## src/rtl/vga_timing_pkg.sv

```systemverilog
// Shared raster constants and coordinate type for the 640x480@60 VGA timing generator.
package vga_timing_pkg;

  typedef logic [9:0] coord_t;

  localparam int unsigned H_TOTAL  = 800;
  localparam int unsigned V_TOTAL  = 525;
  localparam int unsigned HS_START = 656;
  localparam int unsigned HS_END   = 752;
  localparam int unsigned VS_START = 490;
  localparam int unsigned VS_END   = 492;

  function automatic coord_t to_coord(input int unsigned v);
    return coord_t'(v);
  endfunction

endpackage

```

## src/rtl/vga_sync_delay.sv

```systemverilog
// Depth-stage shift register for {hs, vs}; stages reset to 1 (inactive), Depth 0 passes through.
module vga_sync_delay #(
  parameter int unsigned Depth = 2
) (
  input  logic       clk,
  input  logic       rst,
  input  logic [1:0] sync_raw,
  output logic [1:0] sync_dly
);

  if (Depth == 0) begin : g_bypass
    assign sync_dly = sync_raw;
  end else begin : g_pipe
    logic [1:0] stage_q [Depth];

    always_ff @(posedge clk or posedge rst) begin
      if (rst) begin
        for (int i = 0; i < Depth; i++) stage_q[i] <= 2'b11;
      end else begin
        stage_q[0] <= sync_raw;
        for (int i = 1; i < Depth; i++) stage_q[i] <= stage_q[i-1];
      end
    end

    assign sync_dly = stage_q[Depth-1];
  end

endmodule

```

## src/rtl/vga_timing_gen.sv

```systemverilog
// VGA raster timing: pixel/line counters, registered blank/frame_start/raw sync, delayed hs/vs.
// Define VGA_FRAME_COUNTER_EN to implement frame_count; otherwise it is tied to 0.
module vga_timing_gen
  import vga_timing_pkg::*;
#(
  parameter int unsigned H_VIS    = 640,
  parameter int unsigned H_FP     = 16,
  parameter int unsigned H_SYNC   = 96,
  parameter int unsigned H_BP     = 48,
  parameter int unsigned V_VIS    = 480,
  parameter int unsigned V_FP     = 10,
  parameter int unsigned V_SYNC   = 2,
  parameter int unsigned V_BP     = 33,
  parameter int unsigned PIPE_DLY = 2
) (
  input  logic       vga_clk,
  input  logic       reset,
  output logic [9:0] DrawX,
  output logic [9:0] DrawY,
  output logic       blank,
  output logic       hs,
  output logic       vs,
  output logic       frame_start,
  output logic [7:0] frame_count
);

  localparam coord_t HLast   = to_coord(H_VIS + H_FP + H_SYNC + H_BP - 1);
  localparam coord_t VLast   = to_coord(V_VIS + V_FP + V_SYNC + V_BP - 1);
  localparam coord_t HVis    = to_coord(H_VIS);
  localparam coord_t VVis    = to_coord(V_VIS);
  localparam coord_t HsStart = to_coord(H_VIS + H_FP);
  localparam coord_t HsEnd   = to_coord(H_VIS + H_FP + H_SYNC);
  localparam coord_t VsStart = to_coord(V_VIS + V_FP);
  localparam coord_t VsEnd   = to_coord(V_VIS + V_FP + V_SYNC);

  coord_t hc_q, vc_q, hc_d, vc_d;
  logic   blank_q, frame_start_q, hs_raw_q, vs_raw_q;
  logic   blank_d, frame_start_d, hs_raw_d, vs_raw_d;
  logic [1:0] sync_dly;

  always_comb begin
    hc_d = hc_q + 10'd1;
    vc_d = vc_q;
    if (hc_q == HLast) begin
      hc_d = '0;
      vc_d = (vc_q == VLast) ? '0 : vc_q + 10'd1;
    end
  end

  // Flags decode the next-state counters so, once registered, they line up with DrawX/DrawY.
  always_comb begin
    blank_d       = (hc_d < HVis) && (vc_d < VVis);
    frame_start_d = (hc_d == '0) && (vc_d == '0);
    hs_raw_d      = !((hc_d >= HsStart) && (hc_d < HsEnd));
    vs_raw_d      = !((vc_d >= VsStart) && (vc_d < VsEnd));
  end

  always_ff @(posedge vga_clk or posedge reset) begin
    if (reset) begin
      hc_q          <= '0;
      vc_q          <= '0;
      blank_q       <= 1'b0;
      frame_start_q <= 1'b0;
      hs_raw_q      <= 1'b1;
      vs_raw_q      <= 1'b1;
    end else begin
      hc_q          <= hc_d;
      vc_q          <= vc_d;
      blank_q       <= blank_d;
      frame_start_q <= frame_start_d;
      hs_raw_q      <= hs_raw_d;
      vs_raw_q      <= vs_raw_d;
    end
  end

  vga_sync_delay #(
    .Depth(PIPE_DLY)
  ) u_sync_delay (
    .clk      (vga_clk),
    .rst      (reset),
    .sync_raw ({hs_raw_q, vs_raw_q}),
    .sync_dly (sync_dly)
  );

`ifdef VGA_FRAME_COUNTER_EN
  logic [7:0] frame_count_q;

  always_ff @(posedge vga_clk or posedge reset) begin
    if (reset) begin
      frame_count_q <= '0;
    end else if (frame_start_d) begin
      frame_count_q <= frame_count_q + 8'd1;
    end
  end

  assign frame_count = frame_count_q;
`else
  assign frame_count = '0;
`endif

  assign DrawX       = hc_q;
  assign DrawY       = vc_q;
  assign blank       = blank_q;
  assign frame_start = frame_start_q;
  assign hs          = sync_dly[1];
  assign vs          = sync_dly[0];

endmodule

```

## config.mk

```make
export PLATFORM = sky130hd
export DESIGN_NAME = vga_timing_gen
export DESIGN_NICKNAME = d
export VERILOG_FILES = /design/src/rtl/vga_timing_pkg.sv /design/src/rtl/vga_sync_delay.sv /design/src/rtl/vga_timing_gen.sv
export SDC_FILE = /design/constraint.sdc
export NUM_CORES = 1
export LEC_CHECK = 0
export CORE_MARGIN = 2
export CORE_UTILIZATION = 54
export DETAILED_ROUTE_END_ITERATION = 8
export GPL_TIMING_DRIVEN = 1
export PLACE_DENSITY = 0.84
export SLEW_MARGIN = 20
export SYNTH_ARGS = -nofsm -noshare
export SYNTH_HDL_FRONTEND = slang
export SYNTH_SLANG_ARGS = --single-unit
```

## constraint.sdc

```tcl
create_clock -name vga_clk -period 4.6 [get_ports vga_clk]
set_input_delay 0.92 -clock vga_clk [delete_from_list [all_inputs] [get_ports vga_clk]]
set_output_delay 0.92 -clock vga_clk [all_outputs]
set_load 0.005 [all_outputs]
```

==> results.md, run 1 <==
- Status: finished clean
- Final Hold Viols: 0
- Die extent in x: 58.1 um
- Worst-path maximum fanout: 9
- Post-synthesis compound-gate area fraction: 9.75%
- Hold path startpoint: vs_raw_q
- Hold crit path type: flip-flop to flip-flop
- Post-Synth XOR/XNOR Area: 7.21%
- Min cycle time layout: 2490 ps
- DR vias: 1,281
- Post-cts resize count: 0
- Setup repair after global routing missed its margin: false
- Clock Pin Slew Worst Setup and Hold Paths: 150 ps
- Worst path cell trace: ha_1 -> and4_1 -> and3_1 -> o21ai_0 -> a22oi_1 -> o2111ai_1 -> nor4_2
- Setup ws final: 2110 ps
- TritonCTS clock tree: built
- FF-to-FF Start: DrawX[0]
- Post-synth ARST share: 100%
- Pre-CTS setup slack: 2170 ps
- Worst Hold Path Cells: 0
- Nets@finish: 186
- Buf+Inv Stages, Crit Path: 0
- Chip height: 58.1 um
- # diodes: 0
- Final cell utilization of the core: 65.7%
- Final setup fails: 0
- Mux contribution to synthesized area: 1.66%
- Register area share after synthesis: 44.8%
- Post-Synth Adder-Cell Area: 2.38%
- Reg2reg setup slack: 2110 ps
- Worst path max stage delay: 450 ps
- Most common cell after layout, fill and taps aside: clkdlybuf4s50_1
- Initial Util: 57.3%
- DRT antenna net count: 0
- Iteration-0 DRC Markers: 53
- Pins Over Slew Limit: 0
- Post-DP HPWL: 2.46 mm
- Total power: 0.377 mW
- Residual DRC count: 0
- # port buffers: 25
- Mean Syn Cell Area: 9.99 um2
- First-pass GRT wire length: 5.49 mm
- Post-synth cell types: 45
- Number of global-route vias before repair: 1,224
- EDFF count, synth: 0
- WP data arrival: 2750 ps
- Worst vdd ir: 0.182 mV
- Synth Register Bits: 28
- TritonCTS Buffers: 3
- Routability congestion estimate: 0.890
- CTS Root Cell: clkbuf_4
- Prevailing post-synth register cell: dfrtp_1
- CP Launch Type: flip-flop
- Initial antenna violation count: 0
- Reg-to-reg endpoint: frame_start
- Most frequent cells in the layout: clkdlybuf4s50_1 (25), dfrtp_1 (22), nand2_1 (13)
- Area of the core: 0.00276 mm2
- Synth Instances: 158
- Maximum Capacitance Violations: 0
- Clk Latency, worst-skew pair: 330 ps
- Routed WL: 3.28 mm
- Setup TNS: 0 ps
- Hold WS: 367 ps
- Postcts setup bufs: 0
- Fin cells: 211
- Relative slew slack: 35.1%
- Synth Warn #: 0
- Max Clk Rate: 0.402 GHz
- Largest area contributor in the netlist: dfrtp_1
- Bufs on Longest Clock Path: 2
- Pwr dens: 208 mW/mm2
- # placed instances: 207
- Crit share post-route: 54.1%
- CTS H-tree lvls: 1
- Netlist Area Pre-Place: 0.00158 mm2
- Post-synthesis simple-gate area fraction: 23.7%
- Largest family of logic cells by synthesized area: simple AND/OR/NAND/NOR gates
- Register area: 708 um2
- Synth area leaders: dfrtp_1 (35%), dfstp_2 (10%), xnor2_1 (5.5%), buf_4 (4.3%), nand4_1 (4.0%)
- DR WL/cell: 15.5 um
- Filler Cell Count: 235
- # IOs: 34
- Largest net degree at the start of global routing: 29
- Endpoint, Worst Hold: u_sync_delay.g_pipe.stage_q[2]
- Finished Cell Area: 0.00181 mm2
- Row cnt: 19
- Total congestion overflow: 0
- Router iterations before antenna repair: 4
- Vias/cell: 6.07
- WS Path Type: flip-flop to flip-flop
- Post-synth top area share: 34.9%
- Post-DP Area: 0.00177 mm2
- Hold_buf cts: 0
- Area Overhead vs Synth: 14.7%
- Setup Skew: 3.39 ps
- CP top delay family: simple AND/OR/NAND/NOR gates
- Worst EP required: 4860 ps
- GRT Total Usage: 21.0%
- Worst-case reg-to-reg path depth: 7
- Worst slew pin tran: 968 ps
- Multi-input gate area: 736 um2
- Setup crit end kind: flip-flop
- Share of layout cells above drive strength 1: 10.0%
- Die area: 0.00337 mm2
- Static Leakage: 0.786 nW
- Clk sink count: 28
- CP max-delay cell: dfrtp_1
## worst reg2reg max path: cells and delay by family, from the launching register on
kind | cells | cell delay (ps)
DFF | 1 | 450
AOI/OAI and AO/OA | 3 | 650
adders and majority gates | 1 | 260
and+or+nand+nor | 3 | 1050
## kinds of logic (layout without fill, tap and decap cells)
family                   after synthesis  in the layout
AO/OA/AOI/OAI                         23             23
XOR/XNOR                              13             13
multiplexers                           2              2
adder cells (fa/ha/maj)                3              3
buffers and inverters                 25             40
other                                  1              8
flip-flops                            28             28
AND/OR/NAND/NOR                       63             63
## how the worst max path moves through the flow
stage / slack [ps] / cells after the start / end / start
final: 2110 / 7 / frame_start / DrawX[0]
after global routing: 1870 / 7 / frame_start / DrawX[0]
after CTS: 2140 / 7 / frame_start / DrawX[0]
after detailed placement: 2170 / 7 / frame_start / DrawX[0]
after global placement: 2260 / 7 / frame_start / DrawX[0]
after floorplan: 2400 / 9 / frame_start / DrawX[0]
## cell type report
cell class / instances / area share [%]
Timing Repair Buffer: 25 / 13.8
Sequential cell: 28 / 39.1
Multi-Input combinational cell: 112 / 40.6
Inverter: 11 / 2.28
Clock buffer: 4 / 2.00
Tap cell: 31 / 2.14
## flip-flops by register name, indices dropped and copies added, names as in the netlist
name / cells
blank: 1
vs_raw_q: 1
DrawY: 10
DrawX: 10
u_sync_delay.sync_dly: 2
u_sync_delay.g_pipe.stage_q: 2
hs_raw_q: 1
frame_start: 1
## power breakdown
part | total [mW] | internal [mW] | switching [mW]
Clock | 0.123 | 0.0486 | 0.0746
Combinational | 0.00701 | 0.000802 | 0.00621
Sequential | 0.247 | 0.247 | 0
Total | 0.377 | 0.296 | 0.0808
## synth_stat cells, drive strengths merged (2+ instances only)
cell,count
a211oi,2
a21oi,4
and3,3
and4,2
buf,13
dfrtp,22
dfstp,6
ha,3
inv,11
mux2,2
nand2,13
nand3,7
nand4,11
nor2,8
nor2b,2
nor3,6
nor4,3
nor4bb,2
o21ai,6
or2,2
xnor2,10
xor2,3
## layer usage
metal | up-vias | global-route usage, % | wire (um)
li1 | 592 | - | -
met1 | 626 | 29.1 | 1420
met2 | 52 | 33.1 | 1630
met3 | 11 | 2.68 | 154
met4 | 0 | 8.97 | 80
met5 | - | 0 | 0
Power figures use the tool's default switching activity.
==> run 2: changes to the inputs <==
--- a/config.mk
+++ b/config.mk
@@ -6,10 +6,10 @@
 export NUM_CORES = 1
 export LEC_CHECK = 0
 export CORE_MARGIN = 2
-export CORE_UTILIZATION = 54
+export CORE_UTILIZATION = 50
 export DETAILED_ROUTE_END_ITERATION = 8
 export GPL_TIMING_DRIVEN = 1
-export PLACE_DENSITY = 0.84
+export PLACE_DENSITY = 0.79
 export SLEW_MARGIN = 20
 export SYNTH_ARGS = -nofsm -noshare
 export SYNTH_HDL_FRONTEND = slang
==> constraint.sdc (replaced) <==
create_clock -name vga_clk -period 2.3 [get_ports vga_clk]
set_input_delay 0.46 -clock vga_clk [delete_from_list [all_inputs] [get_ports vga_clk]]
set_output_delay 0.46 -clock vga_clk [all_outputs]
set_load 0.005 [all_outputs]
==> run 2 against run 1 <==
  * Sequential share of layout area decreased by 2.5 points
  * Via count increased by 2.0%
  * Clock skew shrank 2.3 ps
  * First-iteration DRC count rose by 19%
  * Sequential power is 100% higher
  * Critical path depth is the same
  * Register-to-register slack got worse by 2000 ps
  * Clock power is 88% higher
  * Count of clock-buffer cells in the layout stayed put
  * Worst hold slack worse by 1.3 ps
  * Setup slack got worse by 2000 ps
  * Critical path type unchanged
==> results.md, run 2 (synthesis results as in run 1) <==
- Post-DP HPWL: 2.63 mm
- Routed WL: 3.52 mm
- Worst Hold Path Cells: 0
- Largest net degree at the start of global routing: 29
- Min cycle time layout: 2170 ps
- FF-to-FF Start: DrawX[1]
- DRT antenna net count: 0
- Die area: 0.00362 mm2
- Setup ws final: 133 ps
- Hold path startpoint: vs_raw_q
- Worst-case reg-to-reg path depth: 7
- TritonCTS Buffers: 3
- Setup repair after global routing missed its margin: false
- Worst path cell trace: ha_1 -> and4_1 -> and3_2 -> nand4_4 -> mux2_4 -> or2_1 -> nor4_2
- Hold_buf cts: 0
- Iteration-0 DRC Markers: 63
- Fin cells: 236
- Clock Pin Slew Worst Setup and Hold Paths: 140 ps
- First-pass GRT wire length: 5.71 mm
- Area Overhead vs Synth: 22.7%
- Chip height: 60.2 um
- Clk Latency, worst-skew pair: 320 ps
- Worst vdd ir: 0.322 mV
- Most frequent cells in the layout: clkdlybuf4s50_1 (25), dfrtp_1 (21), nand2_1 (13)
- Bufs on Longest Clock Path: 2
- CP Launch Type: flip-flop
- Total power: 0.739 mW
- Final Hold Viols: 0
- Filler Cell Count: 249
- CTS Root Cell: clkbuf_4
- # diodes: 0
- # port buffers: 25
- Static Leakage: 0.853 nW
- CP max-delay cell: dfrtp_1
- Most common cell after layout, fill and taps aside: clkdlybuf4s50_1
- Clk sink count: 28
- WS Path Type: flip-flop to flip-flop
- Row cnt: 20
- Pwr dens: 382 mW/mm2
- # placed instances: 232
- Final setup fails: 0
- CTS H-tree lvls: 1
- Routability congestion estimate: 0.932
- Setup crit end kind: flip-flop
- Worst path max stage delay: 430 ps
- Residual DRC count: 0
- Share of layout cells above drive strength 1: 18.8%
- Initial antenna violation count: 0
- Worst EP required: 2540 ps
- Reg2reg setup slack: 130 ps
- Status: finished clean
- Multi-input gate area: 754 um2
- Number of global-route vias before repair: 1,271
- Setup Skew: 1.06 ps
- Crit share post-route: 94.2%
- Die extent in x: 60.2 um
- Nets@finish: 198
- Hold crit path type: flip-flop to flip-flop
- DR vias: 1,306
- Reg-to-reg endpoint: frame_start
- Pins Over Slew Limit: 0
- GRT Total Usage: 21.1%
- DR WL/cell: 14.9 um
- Setup TNS: 0 ps
- Area of the core: 0.00303 mm2
- Vias/cell: 5.53
- Total congestion overflow: 0
- WP data arrival: 2410 ps
- Register area: 709 um2
- Max Clk Rate: 0.461 GHz
- TritonCTS clock tree: built
- # IOs: 34
- Router iterations before antenna repair: 4
- Endpoint, Worst Hold: u_sync_delay.g_pipe.stage_q[2]
- Worst-path maximum fanout: 5
- Final cell utilization of the core: 64.0%
- Maximum Capacitance Violations: 0
- Initial Util: 52.1%
- Pre-CTS setup slack: 96.7 ps
run 2: power breakdown:
group / switching [mW] / total, mW / internal, mW
Combinational: 0.0122 / 0.0149 / 0.00272
Sequential: 0 / 0.493 / 0.493
Clock: 0.134 / 0.231 / 0.0969
run 2: timing repair:
action	in CTS	in global routing
setup buffers	0	0
setup endpoints to repair	0	4
gates resized for setup	0	6
run 2: area by class of cell:
class / count / area share [%]
tap: 44 / 2.84
timing repair buffer: 37 / 17.6
clock buffer: 4 / 1.87
multi-input combinational: 112 / 39.0
sequential: 28 / 36.6
inverter: 11 / 2.13
run 2: worst max path at each step:
stage	startpoint	end	depth (start not counted)
after global routing	DrawY[0]	frame_start	8
final	DrawX[1]	frame_start	7
after detailed placement	DrawY[0]	frame_start	8
after CTS	DrawY[0]	frame_start	8
after global placement	DrawX[1]	frame_start	7
after floorplan	DrawX[0]	frame_start	9
run 2: through the flow:
| stage | hold WS (ps) | cell area [um2] |
|---|---|---|
| global placement | 346 | 1880 |
| global route | 374 | 1940 |
| detailed placement | 348 | 1880 |
| finish | 366 | 1940 |
| CTS | 367 | 1920 |
| floorplan | 345 | 1610 |
run 2: critical path: cells and delay by family, from the launching register on:
| kind | cells | cell delay [ps] |
|---|---|---|
| multiplexers | 1 | 330 |
| adder cells (fa/ha/maj) | 1 | 260 |
| AND/OR/NAND/NOR | 5 | 1070 |
| flip-flops | 1 | 430 |
run 2: metal layers:
metal | track usage (%) | share of wire, % | vias up
met4 | 7.30 | 2.8 | 0
met5 | 0 | 0 | -
li1 | - | - | 614
met1 | 26.7 | 41 | 630
met2 | 35.2 | 50 | 52
met3 | 4.98 | 5.7 | 10
==> run 3: changes to the inputs <==
--- a/config.mk
+++ b/config.mk
@@ -5,12 +5,14 @@
 export SDC_FILE = /design/constraint.sdc
 export NUM_CORES = 1
 export LEC_CHECK = 0
-export CORE_MARGIN = 2
-export CORE_UTILIZATION = 50
+export CORE_MARGIN = 4
+export CORE_UTILIZATION = 52
+export CTS_BUF_LIST = sky130_fd_sc_hd__clkbuf_2 sky130_fd_sc_hd__clkbuf_4 sky130_fd_sc_hd__clkbuf_8
 export DETAILED_ROUTE_END_ITERATION = 8
 export GPL_TIMING_DRIVEN = 1
-export PLACE_DENSITY = 0.79
+export PLACE_DENSITY = 0.81
 export SLEW_MARGIN = 20
 export SYNTH_ARGS = -nofsm -noshare
 export SYNTH_HDL_FRONTEND = slang
+export SYNTH_HIERARCHICAL = 1
 export SYNTH_SLANG_ARGS = --single-unit
==> run 3 against run 2 <==
  * Non-clock buffer count rose by 2
  * Clock skew barely moved
  * Combinational power rose by 7%
  * Sequential power hardly changed
  * Worst hold slack improved by 0.53 ps
  * Die area is 11% higher
  * Core utilization is 5.2 points higher
  * Synthesized area grew 1.2%
  * First-iteration DRC count grew 33%
  * Register-to-register slack got worse by 20 ps
  * Total power rose by 13%
  * Setup slack got worse by 18 ps
==> results.md, run 3 <==
- Status: finished clean
- Mean Syn Cell Area: 9.92 um2
- Worst path max stage delay: 420 ps
- Post-synth cell types: 45
- Worst-path maximum fanout: 5
- Synth Instances: 161
- Setup crit end kind: flip-flop
- # IOs: 34
- Worst path cell trace: ha_2 -> and4_1 -> and3_2 -> nand4_4 -> mux2_4 -> or2_1 -> nor4_2
- Vias/cell: 6.24
- Post-synth ARST share: 100%
- Post-Synth Adder-Cell Area: 2.35%
- CP top delay family: simple AND/OR/NAND/NOR gates
- Die extent in x: 63.4 um
- Multi-input gate area: 771 um2
- Maximum Capacitance Violations: 0
- Largest family of logic cells by synthesized area: simple AND/OR/NAND/NOR gates
- Most common cell after layout, fill and taps aside: clkdlybuf4s50_1
- CP max-delay cell: dfrtp_1
- First-pass GRT wire length: 6.36 mm
- Netlist Area Pre-Place: 0.00160 mm2
- DR vias: 1,411
- Setup ws final: 114 ps
- Share of layout cells above drive strength 1: 21.5%
- Worst vdd ir: 0.376 mV
- Fin cells: 226
- Min cycle time layout: 2190 ps
- Final cell utilization of the core: 69.1%
- Register area: 709 um2
- Worst Hold Path Cells: 0
- Most frequent cells in the layout: clkdlybuf4s50_1 (25), dfrtp_1 (21), buf_4 (14)
- DR WL/cell: 16.5 um
- Hold crit path type: flip-flop to flip-flop
- Worst-case reg-to-reg path depth: 7
- Buf+Inv Stages, Crit Path: 0
- Total congestion overflow: 0
- CTS H-tree lvls: 1
- Post-Synth XOR/XNOR Area: 7.13%
- Clk Latency, worst-skew pair: 340 ps
- WS Path Type: flip-flop to flip-flop
- # diodes: 0
- Synth Warn #: 6
- Static Leakage: 0.872 nW
- Die area: 0.00402 mm2
- Register area share after synthesis: 44.3%
- Final setup fails: 0
- EDFF count, synth: 0
- Row cnt: 19
- Setup Skew: 1.15 ps
- Initial antenna violation count: 0
- Final Hold Viols: 0
- Setup TNS: 0 ps
- Routed WL: 3.72 mm
- Hold WS: 366 ps
- TritonCTS Buffers: 3
- Post-synthesis compound-gate area fraction: 9.63%
- TritonCTS clock tree: built
- Residual DRC count: 0
- Clock Pin Slew Worst Setup and Hold Paths: 150 ps
- Synth Register Bits: 28
- Nets@finish: 201
- Chip height: 63.4 um
- Routability congestion estimate: 0.893
- WP data arrival: 2440 ps
- Worst EP required: 2560 ps
- Filler Cell Count: 213
- CP Launch Type: flip-flop
- Pre-CTS setup slack: 30.7 ps
- Post-synthesis simple-gate area fraction: 23.4%
- Pwr dens: 425 mW/mm2
- Largest net degree at the start of global routing: 25
- Router iterations before antenna repair: 4
- Synth area leaders: dfrtp_1 (34%), dfstp_2 (9.9%), xnor2_1 (5.5%), buf_4 (5.2%), nand4_1 (3.9%)
- Max Clk Rate: 0.458 GHz
- Cell depth of the worst setup path: 7
- Most common cell in the netlist: dfrtp_1
- Crit share post-route: 95.0%
- Pins Over Slew Limit: 0
- Prevailing post-synth register cell: dfrtp_1
- Largest area contributor in the netlist: dfrtp_1
- Mux contribution to synthesized area: 1.64%
- Hold_buf cts: 0
- Clk sink count: 28
- Post-synth top area share: 34.5%
- Synth top cells by count: dfrtp_1 (22), nand2_1 (13), inv_1 (12), buf_4 (11)
- CTS Root Cell: clkbuf_4
- Initial Util: 56.0%
- GRT Total Usage: 19.3%
- Area Overhead vs Synth: 23.4%
- # port buffers: 25
- Post-DP HPWL: 2.69 mm
- Bufs on Longest Clock Path: 2
- Area of the core: 0.00285 mm2
- DRT antenna net count: 0
- Number of global-route vias before repair: 1,365
- Iteration-0 DRC Markers: 84
- # placed instances: 221
==> run 3: cell types whose count changed after synthesis, sizes merged <==
cell / change
inv: +1
buf: +2
==> run 3: power breakdown <==
group / switching (mW) / internal (mW)
Clock: 0.152 / 0.177
Sequential: 0 / 0.493
Combinational: 0.0132 / 0.00287
==> run 3: kinds of logic after synthesis <==
logic type,after synthesis
flip-flops,28
AND/OR/NAND/NOR,63
adder cells (fa/ha/maj),3
buffers and inverters,28
other,1
multiplexers,2
AO/OA/AOI/OAI,23
XOR/XNOR,13
==> run 3: cell type report <==
class,instances,area share [%]
Multi-Input combinational cell,112,39.1
Inverter,12,2.28
Timing Repair Buffer,39,18.0
Tap cell,31,1.97
Clock inverter,1,1.52
Sequential cell,28,36.0
Clock buffer,3,1.14
==> run 3: final timing paths <==
path,from,to,slack [ps]
min in group asynchronous,reset,DrawY[6],480
worst min register to register,vs_raw_q,u_sync_delay/g_pipe.stage_q[2],370
worst max-delay path,DrawX[1],frame_start,110
worst min-delay path,vs_raw_q,u_sync_delay/g_pipe.stage_q[2],370
max in group asynchronous,reset,vs_raw_q,1530
worst max register to register,DrawX[1],frame_start,110
==> run 3: layer usage <==
| layer | vias up | part of all wire [%] | track usage (%) |
|---|---|---|---|
| li1 | 623 | - | - |
| met1 | 677 | 42 | 24.8 |
| met2 | 96 | 48 | 32.7 |
| met3 | 15 | 7.2 | 3.20 |
| met4 | 0 | 2.7 | 7.01 |
| met5 | - | 0 | 0 |
==> run 3: what timing repair did <==
| item | in CTS | in global routing |
|---|---|---|
| setup endpoints to repair | 1 | 4 |
| gates resized for setup | 1 | 9 |
| pin swaps | 0 | 1 |
| setup buffers | 0 | 1 |
| hold endpoints to repair | 0 | 0 |
==> run 3: stage by stage <==
stage	area, um2	power, mW
after floorplan	1620	0.522
after global placement	1880	0.517
after detailed placement	1880	0.518
after CTS	1930	0.842
after global routing	1970	0.865
final	1970	0.837
